$ cat src/rtl/bcd_time_counter.sv
// rtl/bcd_time_counter.sv - 24-hour BCD hours/minutes counter with prescaler, seconds and validated load
module bcd_time_counter #(
    parameter int CLK_PER_SEC = 256,
    parameter int SEC_PER_MIN = 60
) (
    input  logic        clock,
    input  logic        reset,
    input  logic        run,
    input  logic        load,
    input  logic [15:0] load_time,
    output logic [15:0] current_time,
    output logic [5:0]  seconds,
    output logic        minute_tick,
    output logic        load_error
);

    localparam int PW = (CLK_PER_SEC > 1) ? $clog2(CLK_PER_SEC) : 1;
    localparam logic [PW-1:0] PRE_LAST = PW'(CLK_PER_SEC - 1);
    localparam logic [5:0]    SEC_LAST = 6'(SEC_PER_MIN - 1);

    logic [PW-1:0] prescaler;
    logic          sec_end;
    logic          min_end;
    logic          load_ok;
    logic [15:0]   next_time;

    assign sec_end = run && (prescaler == PRE_LAST);
    assign min_end = sec_end && (seconds == SEC_LAST);

    always_comb begin
        load_ok = (load_time[15:12] <= 4'd2) && (load_time[11:8] <= 4'd9) &&
                  (load_time[7:4] <= 4'd5) && (load_time[3:0] <= 4'd9) &&
                  !((load_time[15:12] == 4'd2) && (load_time[11:8] > 4'd3));
    end

    // Ripple the BCD carry M0 -> M1 -> H0 -> H1; 23:59 is the only hour wrap.
    always_comb begin
        next_time = current_time;
        if (current_time[3:0] != 4'd9) begin
            next_time[3:0] = current_time[3:0] + 4'd1;
        end else begin
            next_time[3:0] = 4'd0;
            if (current_time[7:4] != 4'd5) begin
                next_time[7:4] = current_time[7:4] + 4'd1;
            end else begin
                next_time[7:4] = 4'd0;
                if ((current_time[15:12] == 4'd2) && (current_time[11:8] == 4'd3)) begin
                    next_time[15:8] = 8'h00;
                end else if (current_time[11:8] == 4'd9) begin
                    next_time[11:8]  = 4'd0;
                    next_time[15:12] = current_time[15:12] + 4'd1;
                end else begin
                    next_time[11:8] = current_time[11:8] + 4'd1;
                end
            end
        end
    end

    always_ff @(posedge clock or posedge reset) begin
        if (reset) begin
            current_time <= 16'h0000;
            seconds      <= 6'd0;
            prescaler    <= '0;
            minute_tick  <= 1'b0;
            load_error   <= 1'b0;
        end else begin
            minute_tick <= 1'b0;
            load_error  <= 1'b0;
            if (load && load_ok) begin
                current_time <= load_time;
                seconds      <= 6'd0;
                prescaler    <= '0;
            end else begin
                // A rejected load leaves counting untouched, including a minute advance.
                load_error <= load;
                if (run) begin
                    prescaler <= sec_end ? '0 : prescaler + PW'(1);
                    if (sec_end) begin
                        seconds <= min_end ? 6'd0 : seconds + 6'd1;
                    end
                    if (min_end) begin
                        current_time <= next_time;
                        minute_tick  <= 1'b1;
                    end
                end
            end
        end
    end

endmodule

$ cat config.mk
export PLATFORM = sky130hd
export DESIGN_NAME = bcd_time_counter
export DESIGN_NICKNAME = d
export VERILOG_FILES = /design/src/rtl/bcd_time_counter.sv
export SDC_FILE = /design/constraint.sdc
export NUM_CORES = 1
export LEC_CHECK = 0
export CAP_MARGIN = 20
export CELL_PAD_IN_SITES_DETAIL_PLACEMENT = 1
export CELL_PAD_IN_SITES_GLOBAL_PLACEMENT = 1
export CORE_AREA = 2 2 78 80
export CTS_CLUSTER_SIZE = 30
export DETAILED_ROUTE_END_ITERATION = 12
export DIE_AREA = 0 0 80 82
export PLACE_DENSITY = 0.85
export SYNTH_ARGS = -nofsm -noshare
export SYNTH_HDL_FRONTEND = slang
export SYNTH_SLANG_ARGS = --single-unit
$ cat constraint.sdc
create_clock -name clock -period 1.7 [get_ports clock]
set_clock_uncertainty 0.1 [all_clocks]
set_input_delay 0.17 -clock clock [delete_from_list [all_inputs] [get_ports clock]]
set_output_delay 0.17 -clock clock [all_outputs]
set_load 0.1 [all_outputs]
After elaboration in Yosys (flattened, before gate mapping)
Cells that the tools add are included.
- register bits after elaboration: 32
- latch bits: 0
- memory bits (writable): 0
- memory bits (read-only): 0
- input bits: 20
- output and inout port bits: 24
- logic and storage cells: 69
- memories kept: 0
- add/sub/neg operators: 6
- multiply operators: 0
- div/mod/pow operators: 0
- order comparisons: 5
- eq/ne operators: 10
- shifts and indexed selects: 0
- muxes and demuxes: 21
- bitwise operators: 0
- reduce and logical (&&, ||, !) cells: 19
- operator list (cell ; number):
    $mux W16 ; 3
    $mux W8 ; 5
    $mux W6 ; 4
    $add A4 B1 Y4 const B ; 4
    $mux W4 ; 4
    $eq A4 B2 Y1 const B ; 3
    $mux W12 ; 1
    $logic_and A1 B1 Y1 ; 9
    $add A8 B1 Y8 const B ; 1
    $eq A8 B8 Y1 const B ; 1
    $le A4 B4 Y1 const B ; 2
    $add A6 B1 Y6 const B ; 1
    $eq A6 B6 Y1 const B ; 1
    $reduce_bool A2 Y1 ; 3
    $reduce_and A5 Y1 ; 1
    $eq A4 B4 Y1 const B ; 1
    $gt A4 B2 Y1 const B ; 1
    $le A4 B2 Y1 const B ; 1
    $le A4 B3 Y1 const B ; 1
    $mux W1 ; 4
    $ne A2 B1 Y1 const B ; 2
    $ne A4 B3 Y1 const B ; 1
    $ne A4 B4 Y1 const B ; 1
    $reduce_and A2 Y1 ; 2
    4 further kinds ; 4

Logic depth before layout (Yosys ltp)
- word-level depth: 8
- gate-level depth with buffers: 7
- mapped depth without buffers: 7

Worst setup path after synthesis
OpenSTA, ideal clock, no wires.
- path kind: register to register
- start: register seconds[0]
- end: register current_time[11]
- setup time: 0.077 ns
- data arrival time: 2.461 ns
- data required time: 1.523 ns
- slack: -0.939 ns
- cell stages (with the launch flop): 8
- buffers on the path: 1
- period minus slack after synthesis: 2.639 ns
- cells stage by stage: dfrtp_1 > ha_1 > and4b_1 > and4_1 > nand3_4 > buf_2 > o311a_1 > a21oi_1
- longest elaborated chain between the ends: 4
- RTL lines (element ; line ; source):
    start: declaration ; 12 ; output logic [5:0] seconds,
    start signal: assignment ; 79 ; seconds <= min_end ? 6'd0 : seconds + 6'd1;
    $eq A6 B6 Y1 ; 28 ; assign min_end = sec_end && (seconds == SEC_LAST);
    $logic_and A1 B1 Y1 ; 28 ;
    $reduce_bool A2 Y1 (no line) ; n/a ;
    $reduce_and A4 Y1 (no line) ; n/a ;
    end signal: assignment ; 70 ; current_time <= load_time;
    end signal: assignment ; 82 ; current_time <= next_time;
    end: declaration ; 11 ; output logic [15:0] current_time,
No other way between the ends.
A chain may end at the register's enable or synchronous reset.

Worst setup path after layout
- start: register current_time[12]
- end: register current_time[15]
- longest elaborated chain between the ends: 8
- elaborated cells on any way between the ends: 12
- those cells by class: add/sub: 1; eq/ne: 1; mux: 7; reduce/logical: 3
- RTL lines (element ; line ; source):
    $add A4 B1 Y4 or $eq A4 B2 Y1 (tied branches) ; 51, 47 ;
    $mux W4 or $logic_and A1 B1 Y1 (tied branches) ; 49, 47 ;
    $mux W8 ; 47 ; if ((current_time[15:12] == 4'd2) && (current_time[11:8] == 4'd3)) begin
    $mux W8 ; 43 ; if (current_time[7:4] != 4'd5) begin
    $mux W12 ; 39 ; if (current_time[3:0] != 4'd9) begin
    $mux W16 ; 81 ; if (min_end) begin
    $mux W16 ; 76 ; if (run) begin
    $mux W16 ; 69 ; if (load && load_ok) begin
Several ways; a longest one is shown, not always the timed one. The select of a mux whose other input is x is not followed.

==> results.sh <==
export IMPL_run_status="finished with violations"
export IMPL_violations="negative setup slack"
export IMPL_seq_power_share=0.294
export IMPL_r2r_start="current_time[12]"
export IMPL_crit_required_ns=1.82
export IMPL_yosys_cell_types=50
export IMPL_cts_reportedPaths_clkPinSlew_ns=0.07
export IMPL_setup_viol_count_final=23
export IMPL_dpl_cell_count=362
export IMPL_synth_net_count=229
export IMPL_yosys_most_used_dff="sky130_fd_sc_hd__dfrtp_1"
export IMPL_crit_path_kind="flip-flop to flip-flop"
export IMPL_synth_edff_count=0
export IMPL_grt_overflow_total=0
export IMPL_antenna_cells=0
export IMPL_yosys_top_cells_area="sky130_fd_sc_hd__dfrtp_1, sky130_fd_sc_hd__nand2_1, sky130_fd_sc_hd__a21oi_1"
export IMPL_insertion_delay_ns=0.30
export IMPL_timing_hold_violations_final=0
export IMPL_crit_path_start_kind="flip-flop"
export IMPL_design_die_area_mm2=0.006560
export IMPL_wirelength_um=7653
export IMPL_rows=28
export IMPL_power_internal_mw=1.966
export IMPL_sw_frac_of_total=0.4321
export IMPL_netlist_instances=205
export IMPL_critical_path_max_fanout=2
export IMPL_layout_worst_path_cycle_share=1.222
export IMPL_route_vias_total=2037
export IMPL_max_stage_delay_ns=0.50
export IMPL_placement_io_buffers=43
export IMPL_setup_repair_after_global_routing_missed_its_margin="true"
export IMPL_r2r_cells=7
export IMPL_dr_first_iter_drc_count=106
export IMPL_ioPinCount=44
export IMPL_worstMarginPinSlew_ns=0.4347
export IMPL_synth_warning_count=0
export IMPL_cts_num_sinks=32
export IMPL_hold_worst_slack_ns=0.1721
export IMPL_cp_arrival_ns=2.20
export IMPL_yosys_register_bits=32
export IMPL_final_max_tran_viols=0
export IMPL_min_delay_path_class="input port to async pin"
export IMPL_synthDominantCellAreaShare=0.4264
export IMPL_initial_utilization=0.3269
export IMPL_syn_area_mm2=0.001878
export IMPL_layout_drive_gt1_share=0.4718
export IMPL_syn_mean_instance_area_um2=9.161
export IMPL_static_leakage_power_nw=1.492
export IMPL_setup_slack_of_the_worst_register_to_register_path_ns=-0.38
export IMPL_critPathCaptureType="flip-flop"
export IMPL_cts_hold_buf=0
export IMPL_yosysTopAreaCell="sky130_fd_sc_hd__dfrtp_1"
export IMPL_place_gp_congestion=0.8088
export IMPL_first_pass_grt_wire_length_um=11990
export IMPL_postSynth_asyncResetShare=1.000
export IMPL_maxClockFrequency_mhz=481.4
export IMPL_synthTopCellsByCount="sky130_fd_sc_hd__dfrtp_1, sky130_fd_sc_hd__nand2_1, sky130_fd_sc_hd__nor2_1"
export IMPL_route_detailed_wl_per_inst_um=20.35
export IMPL_final_nets=324
export IMPL_worst_path_max_delay_cell="sky130_fd_sc_hd__or4_4"
export IMPL_floorplan_core_area_mm2=0.005746
export IMPL_route_antenna_remaining_nets=0
export IMPL_final_setup_worst_slack_ns=-0.3771
export IMPL_firstDrtPassIters=4
export IMPL_ir_drop_uv=546.4
export IMPL_post_layout_total_power_mw=3.462
export IMPL_grt_start_max_net_pins=33
export IMPL_chipHeight_um=82
export IMPL_number_of_antenna_violations_at_the_first_check_in_global_routing=0
export IMPL_yosysSeqAreaShare=0.4264
export IMPL_p_comb_frac=0.519
export IMPL_tritoncts="done"
export IMPL_max_clock_path_buffers=2
export IMPL_power_per_cell_area_mw_per_mm2=1016
export IMPL_cap_violations=0
export IMPL_tritoncts_num_buffers=5
export IMPL_final_area_mm2=0.003407
export IMPL_finalCriticalPeriod_ns=2.077
export IMPL_grt_util_all_layers=0.2453
export IMPL_layout_area_overhead_vs_synth_pct=81.41
export IMPL_crit_reg2reg_capture="current_time[15]"
export IMPL_die_extent_in_x_um=80
export IMPL_placedInstanceArea_mm2=0.003050
export IMPL_relSlewSlack=0.7102
export IMPL_clkPwrFrac=0.186
export IMPL_synth_most_common_cell="sky130_fd_sc_hd__dfrtp_1"
export IMPL_drt_drc_violations_left=0
export IMPL_htreeDepth=2
export IMPL_first_global_vias=2227
export IMPL_total_switching_power_mw=1.496
export IMPL_post_drt_via_cell_ratio=5.418
export IMPL_setup_total_negative_slack_ns=-5.477
export IMPL_post_detailed_placement_half_perimeter_wirelength_um=4750
export IMPL_fill_cells=621
export IMPL_critical_path_cell_chain="inv_4, ha_4, nor4b_4, a21oi_1, or2_1, or4_4, a21oi_2"
export IMPL_cell_at_the_root_of_the_clock_tree="sky130_fd_sc_hd__clkbuf_8"
export IMPL_finished_layout_cells=376
cell families after synthesis:
group / after synthesis / synth area share
and+or+nand+nor: 90 / 0.2851
AOI/OAI and AO/OA: 49 / 0.1552
DFF: 32 / 0.4264
buffers and inverters: 16 / 0.03864
xor gates and xnor gates: 10 / 0.04663
muxes: 4 / 0.02132
adders and majority gates: 4 / 0.02665
power by group through the flow:
| stage | clock [mW] | sequential (mW) | combinational (mW) |
|---|---|---|---|
| after floorplan | 0 | 1.58 | 0.317 |
| after global placement | 0 | 1.01 | 1.58 |
| after detailed placement | 0 | 1.02 | 1.65 |
| after CTS | 0.633 | 1.01 | 1.73 |
| after global routing | 0.677 | 1.03 | 1.89 |
| final | 0.645 | 1.02 | 1.80 |
stage by stage:
step | util | setup slack [ns]
floorplan | - | -0.4340
global placement | 0.5309 | -0.3080
detailed placement | 0.5309 | -0.4518
CTS | 0.5806 | -0.3578
global route | 0.5930 | -0.4287
finish | 0.5930 | -0.3771
critical path: cells and delay by family, from the launching register on:
family	cells	cell delay [ns]
AOI/OAI and AO/OA	2	0.25
adders and majority gates	1	0.12
buffers and inverters	1	0.06
DFF	1	0.49
and+or+nand+nor	3	0.98
metal layers:
metal / track usage / share of wire / vias to the layer above
met1: 0.2897 / 0.41 / 1025
met3: 0.04615 / 0.035 / 24
met5: 0 / 0 / -
li1: - / - / 926
met2: 0.4283 / 0.52 / 62
met4: 0.1203 / 0.038 / 0
sequential cells by signal (all words and copies together), names as in the netlist:
name,flops
current_time,16
prescaler,8
seconds,6
load_error,1
minute_tick,1
timing repair:
action | in CTS | in global routing
resized for setup | 36 | 22
pin swaps | 22 | 18
buffers inserted | 5 | 2
endpoints found under the hold margin | 0 | 0
endpoints found under the setup margin | 22 | 25
gates cloned | 1 | 0
final cells by class:
cell class	count	area, um2	share of cell area
clock buffers	8	90.09	0.02644
inverters	6	25.02	0.007345
multi-input cells	157	1210	0.3551
flip-flops and latches	32	843.3	0.2475
well taps	75	93.84	0.02754
repair buffers	98	1145	0.3360
worst max-delay path by stage:
stage / start / to / slack [ns] / cells past startpoint
3_3_place_gp: run / current_time[13] / -0.31 / 7
6_report: current_time[12] / current_time[15] / -0.38 / 7
4_1_cts: current_time[12] / current_time[15] / -0.36 / 7
3_5_place_dp: run / current_time[10] / -0.45 / 7
2_1_floorplan: seconds[0] / current_time[13] / -0.43 / 6
5_1_grt: prescaler[1] / seconds[2] / -0.43 / 9
layout by cell type (no fill, tap or decap), types with 3 or more instances in the layout:
cell / count
sky130_fd_sc_hd__buf_12: 25
sky130_fd_sc_hd__buf_4: 42
sky130_fd_sc_hd__a21oi_2: 3
sky130_fd_sc_hd__nor2_1: 17
sky130_fd_sc_hd__o21ai_0: 5
sky130_fd_sc_hd__clkbuf_8: 6
sky130_fd_sc_hd__mux2i_1: 3
sky130_fd_sc_hd__and3_1: 4
sky130_fd_sc_hd__dfrtp_1: 12
sky130_fd_sc_hd__dfrtp_2: 13
sky130_fd_sc_hd__nor3_1: 4
sky130_fd_sc_hd__inv_1: 5
sky130_fd_sc_hd__dfrtp_4: 7
sky130_fd_sc_hd__o21ai_1: 8
sky130_fd_sc_hd__xor2_1: 6
sky130_fd_sc_hd__clkdlybuf4s50_1: 19
sky130_fd_sc_hd__buf_6: 11
sky130_fd_sc_hd__o21ai_2: 3
sky130_fd_sc_hd__a31oi_1: 4
sky130_fd_sc_hd__or4_4: 3
sky130_fd_sc_hd__nand2_1: 19
sky130_fd_sc_hd__a21oi_1: 13
sky130_fd_sc_hd__nand3_1: 8
sky130_fd_sc_hd__nand4_1: 3
No activity file was read; power rests on OpenSTA's default activity.
